<file path="src/rtl/apb_master_bridge_if.sv">
// Bundles the local command/response handshake and the APB4 requester signals of apb_master_bridge.
// The master modport is the bridge's view; the slave modport is the surrounding system's view.
interface apb_master_bridge_if #(
   parameter int ADDR_WIDTH = 32,
   parameter int DATA_WIDTH = 32
);
   localparam int STRB_WIDTH = DATA_WIDTH / 8;

   logic                  cmd_valid;
   logic                  cmd_ready;
   logic                  cmd_write;
   logic [ADDR_WIDTH-1:0] cmd_addr;
   logic [DATA_WIDTH-1:0] cmd_wdata;
   logic [STRB_WIDTH-1:0] cmd_strb;
   logic [2:0]            cmd_prot;

   logic                  rsp_valid;
   logic                  rsp_ready;
   logic [DATA_WIDTH-1:0] rsp_rdata;
   logic                  rsp_slverr;
   logic                  rsp_timeout;

   logic [ADDR_WIDTH-1:0] paddr;
   logic [2:0]            pprot;
   logic                  psel;
   logic                  penable;
   logic                  pwrite;
   logic [DATA_WIDTH-1:0] pwdata;
   logic [STRB_WIDTH-1:0] pstrb;
   logic                  pready;
   logic [DATA_WIDTH-1:0] prdata;
   logic                  pslverr;

   modport master (
      input  cmd_valid, cmd_write, cmd_addr, cmd_wdata, cmd_strb, cmd_prot,
      input  rsp_ready, pready, prdata, pslverr,
      output cmd_ready, rsp_valid, rsp_rdata, rsp_slverr, rsp_timeout,
      output paddr, pprot, psel, penable, pwrite, pwdata, pstrb
   );

   modport slave (
      output cmd_valid, cmd_write, cmd_addr, cmd_wdata, cmd_strb, cmd_prot,
      output rsp_ready, pready, prdata, pslverr,
      input  cmd_ready, rsp_valid, rsp_rdata, rsp_slverr, rsp_timeout,
      input  paddr, pprot, psel, penable, pwrite, pwdata, pstrb
   );
endinterface

</file>
<file path="src/rtl/apb_master_bridge.sv">
// Single-outstanding APB4 requester: one command in, one SETUP/ACCESS transfer, one response out.
// Stalled ACCESS phases are aborted after TIMEOUT_CYCLES cycles (0 disables the abort).
module apb_master_bridge #(
   parameter int ADDR_WIDTH     = 32,
   parameter int DATA_WIDTH     = 32,
   parameter int TIMEOUT_CYCLES = 16
) (
   input logic                 pclk,
   input logic                 preset,
   apb_master_bridge_if.master bus
);
   localparam int STRB_WIDTH = DATA_WIDTH / 8;
   localparam int CNT_WIDTH  = $clog2(TIMEOUT_CYCLES + 2);
   localparam bit TIMEOUT_EN = (TIMEOUT_CYCLES != 0);
   localparam logic [CNT_WIDTH-1:0] CNT_LAST = CNT_WIDTH'(TIMEOUT_CYCLES - 1);

   typedef enum logic [1:0] {IDLE = 2'd0, SETUP = 2'd1, ACCESS = 2'd2, RESP = 2'd3} state_t;

   state_t                state, state_nxt;
   logic [CNT_WIDTH-1:0]  wait_cnt, cnt_nxt;
   logic                  psel_nxt, penable_nxt, pwrite_nxt;
   logic [ADDR_WIDTH-1:0] paddr_nxt;
   logic [DATA_WIDTH-1:0] pwdata_nxt, rdata_nxt;
   logic [STRB_WIDTH-1:0] pstrb_nxt;
   logic [2:0]            pprot_nxt;
   logic                  rsp_valid_nxt, slverr_nxt, timeout_nxt;

   assign bus.cmd_ready = (state == IDLE);

   // Next-state and next-register-value decode; everything holds unless a state says otherwise.
   always_comb begin
      state_nxt     = state;
      cnt_nxt       = wait_cnt;
      psel_nxt      = bus.psel;
      penable_nxt   = bus.penable;
      pwrite_nxt    = bus.pwrite;
      paddr_nxt     = bus.paddr;
      pwdata_nxt    = bus.pwdata;
      pstrb_nxt     = bus.pstrb;
      pprot_nxt     = bus.pprot;
      rsp_valid_nxt = bus.rsp_valid;
      rdata_nxt     = bus.rsp_rdata;
      slverr_nxt    = bus.rsp_slverr;
      timeout_nxt   = bus.rsp_timeout;
      case (state)
         IDLE: begin
            cnt_nxt = {CNT_WIDTH{1'b0}};
            if (bus.cmd_valid) begin
               state_nxt   = SETUP;
               psel_nxt    = 1'b1;
               penable_nxt = 1'b0;
               pwrite_nxt  = bus.cmd_write;
               paddr_nxt   = bus.cmd_addr;
               pwdata_nxt  = bus.cmd_wdata;
               pstrb_nxt   = bus.cmd_write ? bus.cmd_strb : {STRB_WIDTH{1'b0}};
               pprot_nxt   = bus.cmd_prot;
            end else begin
               state_nxt = IDLE;
            end
         end
         SETUP: begin
            state_nxt   = ACCESS;
            penable_nxt = 1'b1;
            cnt_nxt     = {CNT_WIDTH{1'b0}};
         end
         ACCESS: begin
            // A completing pready wins over a timeout expiring on the same edge.
            if (bus.pready) begin
               state_nxt     = RESP;
               psel_nxt      = 1'b0;
               penable_nxt   = 1'b0;
               rsp_valid_nxt = 1'b1;
               rdata_nxt     = bus.pwrite ? {DATA_WIDTH{1'b0}} : bus.prdata;
               slverr_nxt    = bus.pslverr;
               timeout_nxt   = 1'b0;
            end else if (TIMEOUT_EN && (wait_cnt == CNT_LAST)) begin
               state_nxt     = RESP;
               psel_nxt      = 1'b0;
               penable_nxt   = 1'b0;
               rsp_valid_nxt = 1'b1;
               rdata_nxt     = {DATA_WIDTH{1'b0}};
               slverr_nxt    = 1'b1;
               timeout_nxt   = 1'b1;
            end else begin
               cnt_nxt = wait_cnt + {{(CNT_WIDTH-1){1'b0}}, 1'b1};
            end
         end
         RESP: begin
            if (bus.rsp_ready) begin
               state_nxt     = IDLE;
               rsp_valid_nxt = 1'b0;
            end else begin
               state_nxt = RESP;
            end
         end
         default: begin
            state_nxt     = IDLE;
            psel_nxt      = 1'b0;
            penable_nxt   = 1'b0;
            rsp_valid_nxt = 1'b0;
         end
      endcase
   end

   // State, counter and all registered outputs.
   always_ff @(posedge pclk) begin
      if (preset) begin
         state           <= IDLE;
         wait_cnt        <= {CNT_WIDTH{1'b0}};
         bus.psel        <= 1'b0;
         bus.penable     <= 1'b0;
         bus.pwrite      <= 1'b0;
         bus.paddr       <= {ADDR_WIDTH{1'b0}};
         bus.pwdata      <= {DATA_WIDTH{1'b0}};
         bus.pstrb       <= {STRB_WIDTH{1'b0}};
         bus.pprot       <= 3'b000;
         bus.rsp_valid   <= 1'b0;
         bus.rsp_rdata   <= {DATA_WIDTH{1'b0}};
         bus.rsp_slverr  <= 1'b0;
         bus.rsp_timeout <= 1'b0;
      end else begin
         state           <= state_nxt;
         wait_cnt        <= cnt_nxt;
         bus.psel        <= psel_nxt;
         bus.penable     <= penable_nxt;
         bus.pwrite      <= pwrite_nxt;
         bus.paddr       <= paddr_nxt;
         bus.pwdata      <= pwdata_nxt;
         bus.pstrb       <= pstrb_nxt;
         bus.pprot       <= pprot_nxt;
         bus.rsp_valid   <= rsp_valid_nxt;
         bus.rsp_rdata   <= rdata_nxt;
         bus.rsp_slverr  <= slverr_nxt;
         bus.rsp_timeout <= timeout_nxt;
      end
   end
endmodule

</file>
<file path="src/flat_wrapper.sv">
// flat-port wrapper written by rule: the top's interface ports become plain ports
module apb_master_bridge_flat 
#(
   parameter int ADDR_WIDTH     = 32,
   parameter int DATA_WIDTH     = 32,
   parameter int TIMEOUT_CYCLES = 16
)
  (pclk, preset, bus_cmd_valid, bus_cmd_write, bus_cmd_addr, bus_cmd_wdata, bus_cmd_strb, bus_cmd_prot, bus_rsp_ready, bus_pready, bus_prdata, bus_pslverr, bus_cmd_ready, bus_rsp_valid, bus_rsp_rdata, bus_rsp_slverr, bus_rsp_timeout, bus_paddr, bus_pprot, bus_psel, bus_penable, bus_pwrite, bus_pwdata, bus_pstrb);
  apb_master_bridge_if #(.ADDR_WIDTH(ADDR_WIDTH), .DATA_WIDTH(DATA_WIDTH)) bus_i ();
  input logic pclk;
  input logic preset;
  input wire logic [$bits(bus_i.cmd_valid)-1:0] bus_cmd_valid;
  input wire logic [$bits(bus_i.cmd_write)-1:0] bus_cmd_write;
  input wire logic [$bits(bus_i.cmd_addr)-1:0] bus_cmd_addr;
  input wire logic [$bits(bus_i.cmd_wdata)-1:0] bus_cmd_wdata;
  input wire logic [$bits(bus_i.cmd_strb)-1:0] bus_cmd_strb;
  input wire logic [$bits(bus_i.cmd_prot)-1:0] bus_cmd_prot;
  input wire logic [$bits(bus_i.rsp_ready)-1:0] bus_rsp_ready;
  input wire logic [$bits(bus_i.pready)-1:0] bus_pready;
  input wire logic [$bits(bus_i.prdata)-1:0] bus_prdata;
  input wire logic [$bits(bus_i.pslverr)-1:0] bus_pslverr;
  output wire logic [$bits(bus_i.cmd_ready)-1:0] bus_cmd_ready;
  output wire logic [$bits(bus_i.rsp_valid)-1:0] bus_rsp_valid;
  output wire logic [$bits(bus_i.rsp_rdata)-1:0] bus_rsp_rdata;
  output wire logic [$bits(bus_i.rsp_slverr)-1:0] bus_rsp_slverr;
  output wire logic [$bits(bus_i.rsp_timeout)-1:0] bus_rsp_timeout;
  output wire logic [$bits(bus_i.paddr)-1:0] bus_paddr;
  output wire logic [$bits(bus_i.pprot)-1:0] bus_pprot;
  output wire logic [$bits(bus_i.psel)-1:0] bus_psel;
  output wire logic [$bits(bus_i.penable)-1:0] bus_penable;
  output wire logic [$bits(bus_i.pwrite)-1:0] bus_pwrite;
  output wire logic [$bits(bus_i.pwdata)-1:0] bus_pwdata;
  output wire logic [$bits(bus_i.pstrb)-1:0] bus_pstrb;
  assign bus_i.cmd_valid = bus_cmd_valid;
  assign bus_i.cmd_write = bus_cmd_write;
  assign bus_i.cmd_addr = bus_cmd_addr;
  assign bus_i.cmd_wdata = bus_cmd_wdata;
  assign bus_i.cmd_strb = bus_cmd_strb;
  assign bus_i.cmd_prot = bus_cmd_prot;
  assign bus_i.rsp_ready = bus_rsp_ready;
  assign bus_i.pready = bus_pready;
  assign bus_i.prdata = bus_prdata;
  assign bus_i.pslverr = bus_pslverr;
  assign bus_cmd_ready = bus_i.cmd_ready;
  assign bus_rsp_valid = bus_i.rsp_valid;
  assign bus_rsp_rdata = bus_i.rsp_rdata;
  assign bus_rsp_slverr = bus_i.rsp_slverr;
  assign bus_rsp_timeout = bus_i.rsp_timeout;
  assign bus_paddr = bus_i.paddr;
  assign bus_pprot = bus_i.pprot;
  assign bus_psel = bus_i.psel;
  assign bus_penable = bus_i.penable;
  assign bus_pwrite = bus_i.pwrite;
  assign bus_pwdata = bus_i.pwdata;
  assign bus_pstrb = bus_i.pstrb;
  apb_master_bridge #(.ADDR_WIDTH(ADDR_WIDTH), .DATA_WIDTH(DATA_WIDTH), .TIMEOUT_CYCLES(TIMEOUT_CYCLES)) u_core (.pclk(pclk), .preset(preset), .bus(bus_i));
endmodule
</file>
<file path="config.mk">
export PLATFORM = sky130hd
export DESIGN_NAME = apb_master_bridge_flat
export DESIGN_NICKNAME = d
export VERILOG_FILES = /design/src/rtl/apb_master_bridge_if.sv /design/src/rtl/apb_master_bridge.sv /design/src/flat_wrapper.sv
export SDC_FILE = /design/constraint.sdc
export NUM_CORES = 1
export LEC_CHECK = 0
export ABC_CLOCK_PERIOD_IN_PS = 1950
export BUFFER_PORTS_ARGS = -buffer_cell sky130_fd_sc_hd__buf_2
export CORE_MARGIN = 4
export CORE_UTILIZATION = 46
export CTS_BUF_LIST = sky130_fd_sc_hd__clkbuf_2 sky130_fd_sc_hd__clkbuf_4 sky130_fd_sc_hd__clkbuf_8
export DETAILED_ROUTE_END_ITERATION = 8
export MAX_ROUTING_LAYER = met4
export PLACE_DENSITY = 0.82
export RECOVER_POWER = 100
export SLEW_MARGIN = 40
export SYNTH_ARGS = -nofsm -noshare
export SYNTH_HDL_FRONTEND = slang
export SYNTH_SLANG_ARGS = --single-unit
</file>
<file path="constraint.sdc">
create_clock -name pclk -period 1.95 [get_ports pclk]
set_input_delay 0.39 -clock pclk [delete_from_list [all_inputs] [get_ports pclk]]
set_output_delay 0.39 -clock pclk [all_outputs]
set_load 0.02 [all_outputs]
</file>
==> impl_results.md <==
* Status: completed
* Cell Area, Synth at around 0.0041 mm²
* Total CTS buffers at 17
* # setup viols final at 0
* Top routing layer in use: met4
* Die width at 103 µm
* Worst Clk Skew at 0.0107 ns
* Largest net degree at the start of global routing at 73
* Post-layout nets at 836
* DR DRC count at 0
* Longest Clk Path Bufs at 2
* Routed len/inst at 13.8 µm
* CP Class: reg2reg
* Die area at 0.0106 mm²
* Total power divided by cell area at 1010 mW/mm²
* Row cnt at 34
* Syn Inst Count at 516
* Multi-input gate area at 0.00165 mm²
* Critical Path RT at 2.28 ns
* First-pass GRT wire length at 17400 µm
* Leakage Power at between 2 and 2.5 nW
* Synth cell types at 25
* Max-slew headroom at a little over three fifths
* Tmin final at approximately 1.8 ns
* Hold Path End: u_core.bus.rsp_timeout
* Critical path depth in cells at 6
* Crit Path Max Fanout at 6
* Syn Area/Cell at 8.02 µm²
* Highest Clock Rate at 0.542 GHz
* Number of setup buffers added after CTS at 0
* H-tree levels at 4
* Seq/Total Area, Yosys at 56.1%
* Clock latency on the worst-skew pair at 0.40 ns
* Congestion Overflow GR at 0
* Top cell family by delay on the critical path: simple AND/OR/NAND/NOR gates
* Syn_nets at ~630
* Hold Crit Depth at 2
* Tot GR Track Use at 21.3%
* # diodes at 0
* # IOs at 220
* Worst vdd ir at 604 µV
* Worst reg2reg startpoint: u_core.wait_cnt[0]
* Clk root buf: clkbuf_8
* Min-delay src: preset
* Setup WS pre-CTS at 0.0821 ns
* 1st-iter DRT viols at between 100 and 150
* RSZ-0062 raised after global routing: no
* Initial antenna violation count at 0
* Detail Route met2 WL at between 5000 and 6000 µm
* Synth Register Bits at 116
* Final GP Congestion at ~0.76
* Routed Antenna Nets at 0
* Total Neg Setup Slack at 0 ns
* Met1 wire length at approximately 4600 µm
* Max_cap viols at 0
* Critical path arrival at 2.18 ns
* Vias in the first global route at 3873
* Crit path buf inv count at 0
* Area grow syn2layout at 34.7%
* Setup slack, reg-to-reg at 0.10 ns
* Met3 routed WL at 1110 µm
* Worst path slowest cell: or3_4
* Final Max Slew Viols at 0
* Clock transition at path regs at 0.07 ns
* Register Area at approximately 0.0023 mm²
* Post-DP HPWL at between 8000 and 9000 µm
* Share of layout cells above drive strength 1 at 21.2%
* FF-to-FF path depth at 6
* Die Height at roughly 100 µm
* Synth warnings at 0
* Core area at 0.00872 mm²
* Initial Utilization at a little under half
* Cell Chain, Critical Path: ha_1 > and3_1 > ha_2 > or3_4 > or3_1 > a21oi_1
* Vias at 4254
* DRT Wirelength at 11600 µm
* Final hold vios at 0
* Via/cell ratio at 5.05
* Final worst path period share at 94.7%
* Placed cells at 813
* TritonRoute pass-1 iters at 4
* CP startpoint kind: register
* Post-route insts no fill at 843
* Reg2reg end: u_core.wait_cnt[3]
* CTS tree: done
* Critical path endpoint category: register
* Worst-Margin Slew at 0.552 ns
* Final WS setup at 0.103 ns
* Clk sinks at 116
* Layout filler cell count at 787
* HP Class: in2reg
* Port-buffer cells at between 200 and 250
* CP peak stage delay at approximately 0.36 ns
[layout make-up]
type                       count  area share (%)
sequential                   116            41.7
clock buffer                  20            4.83
tap                          108            2.42
inverter                       4           0.269
timing repair buffer         229            18.9
clock inverter                10            2.38
multi-input combinational    356            29.5
[power breakdown]
part | leakage [nW] | internal [W] | switching (W)
combinational | 1.06 | 0.000263 | 0.000534
sequential | 0.947 | 0.00251 | 0.0000814
clock | 0.200 | 0.00132 | 0.000898
total | 2.20 | 0.00410 | 0.00151
[flip-flops by register name (all words and copies together) (netlist names), 2 cells and up]
name,flops
u_core.bus.paddr,32
u_core.bus.pstrb,4
u_core.bus.pwdata,32
u_core.wait_cnt,5
u_core.bus.pprot,3
u_core.state,2
u_core.bus.rsp_rdata,32
[synthesized netlist by cell type, drive strengths merged]
| cell type | instances | area share, % |
|---|---|---|
| nand2 | 177 | 16 |
| dfxtp | 116 | 56 |
| a21oi | 111 | 13 |
| o21ai | 35 | 4.2 |
| buf | 20 | 2.6 |
| clkbuf | 20 | 1.8 |
| nand3 | 6 | 0.73 |
| nor2 | 5 | 0.45 |
| inv | 4 | 0.36 |
| or3 | 3 | 0.57 |
| a211oi | 2 | 0.36 |
| and3 | 2 | 0.30 |
| ha | 2 | 0.60 |
| nand2b | 2 | 0.30 |
| nor2b | 2 | 0.30 |
| nor3 | 2 | 0.24 |
| nor3b | 1 | 0.18 |
| nor4bb | 1 | 0.24 |
| o21a | 1 | 0.18 |
| o221a | 1 | 0.27 |
| o221ai | 1 | 0.21 |
| or3b | 1 | 0.21 |
| xnor2 | 1 | 0.21 |
[through the flow]
step	area (µm²)	util, %	hold slack, ns	power (W)
finish	5570	63.9	0.214	0.00561
global route	5570	63.9	0.192	0.00587
CTS	5710	65.5	0.187	0.00571
detailed placement	5310	60.9	0.443	0.00348
global placement	5310	60.9	0.438	0.00345
floorplan	4140	-	0.454	0.00314
[logic make-up after synthesis]
kind of cell               synth area share [%]
AOI/OAI and AO/OA                          18.7
xor gates and xnor gates                  0.212
adders and majority gates                 0.605
buffers and inverters                      4.75
DFF                                        56.1
and+or+nand+nor                            19.6
[routing by layer]
metal | up-vias | GRT usage, %
met4 | 0 | 7.77
li1 | 2110 | -
met3 | 24 | 6.70
met1 | 1928 | 23.9
met2 | 192 | 35.7
met5 | - | -
[layout by cell type (no fill, tap or decap), types with 2 or more instances in the layout]
cell	synthesis	routed
nor2b_1	2	2
clkinv_2	0	4
bufinv_16	0	3
clkinvlp_4	0	3
nand2b_1	2	2
clkbuf_4	0	2
dfxtp_1	116	116
clkbuf_8	0	19
nor2_1	5	5
clkbuf_1	20	110
and3_1	2	2
nand3_1	6	6
buf_4	0	5
a211oi_1	2	2
a21oi_1	111	111
clkbuf_2	0	3
inv_1	4	4
buf_2	19	108
o21ai_0	35	35
nand2_1	177	177
buf_12	0	2
or3_1	2	2
[worst max-delay path by stage]
stage / start / to / slack, ns
final: u_core.wait_cnt[0] / u_core.wait_cnt[3] / 0.10
after global routing: u_core.wait_cnt[0] / u_core.wait_cnt[3] / 0.03
after CTS: u_core.wait_cnt[0] / u_core.wait_cnt[3] / 0.06
after detailed placement: u_core.wait_cnt[0] / u_core.wait_cnt[3] / 0.08
after global placement: u_core.wait_cnt[0] / u_core.wait_cnt[3] / 0.12
after floorplan: u_core.wait_cnt[0] / u_core.wait_cnt[3] / 0.18
[timing repair]
| action | CTS | global route |
|---|---|---|
| hold buffers | 0 | 0 |
| setup endpoints to repair | 0 | 2 |
| gates resized for setup | 0 | 2 |
No activity file was read; power rests on OpenSTA's default activity.
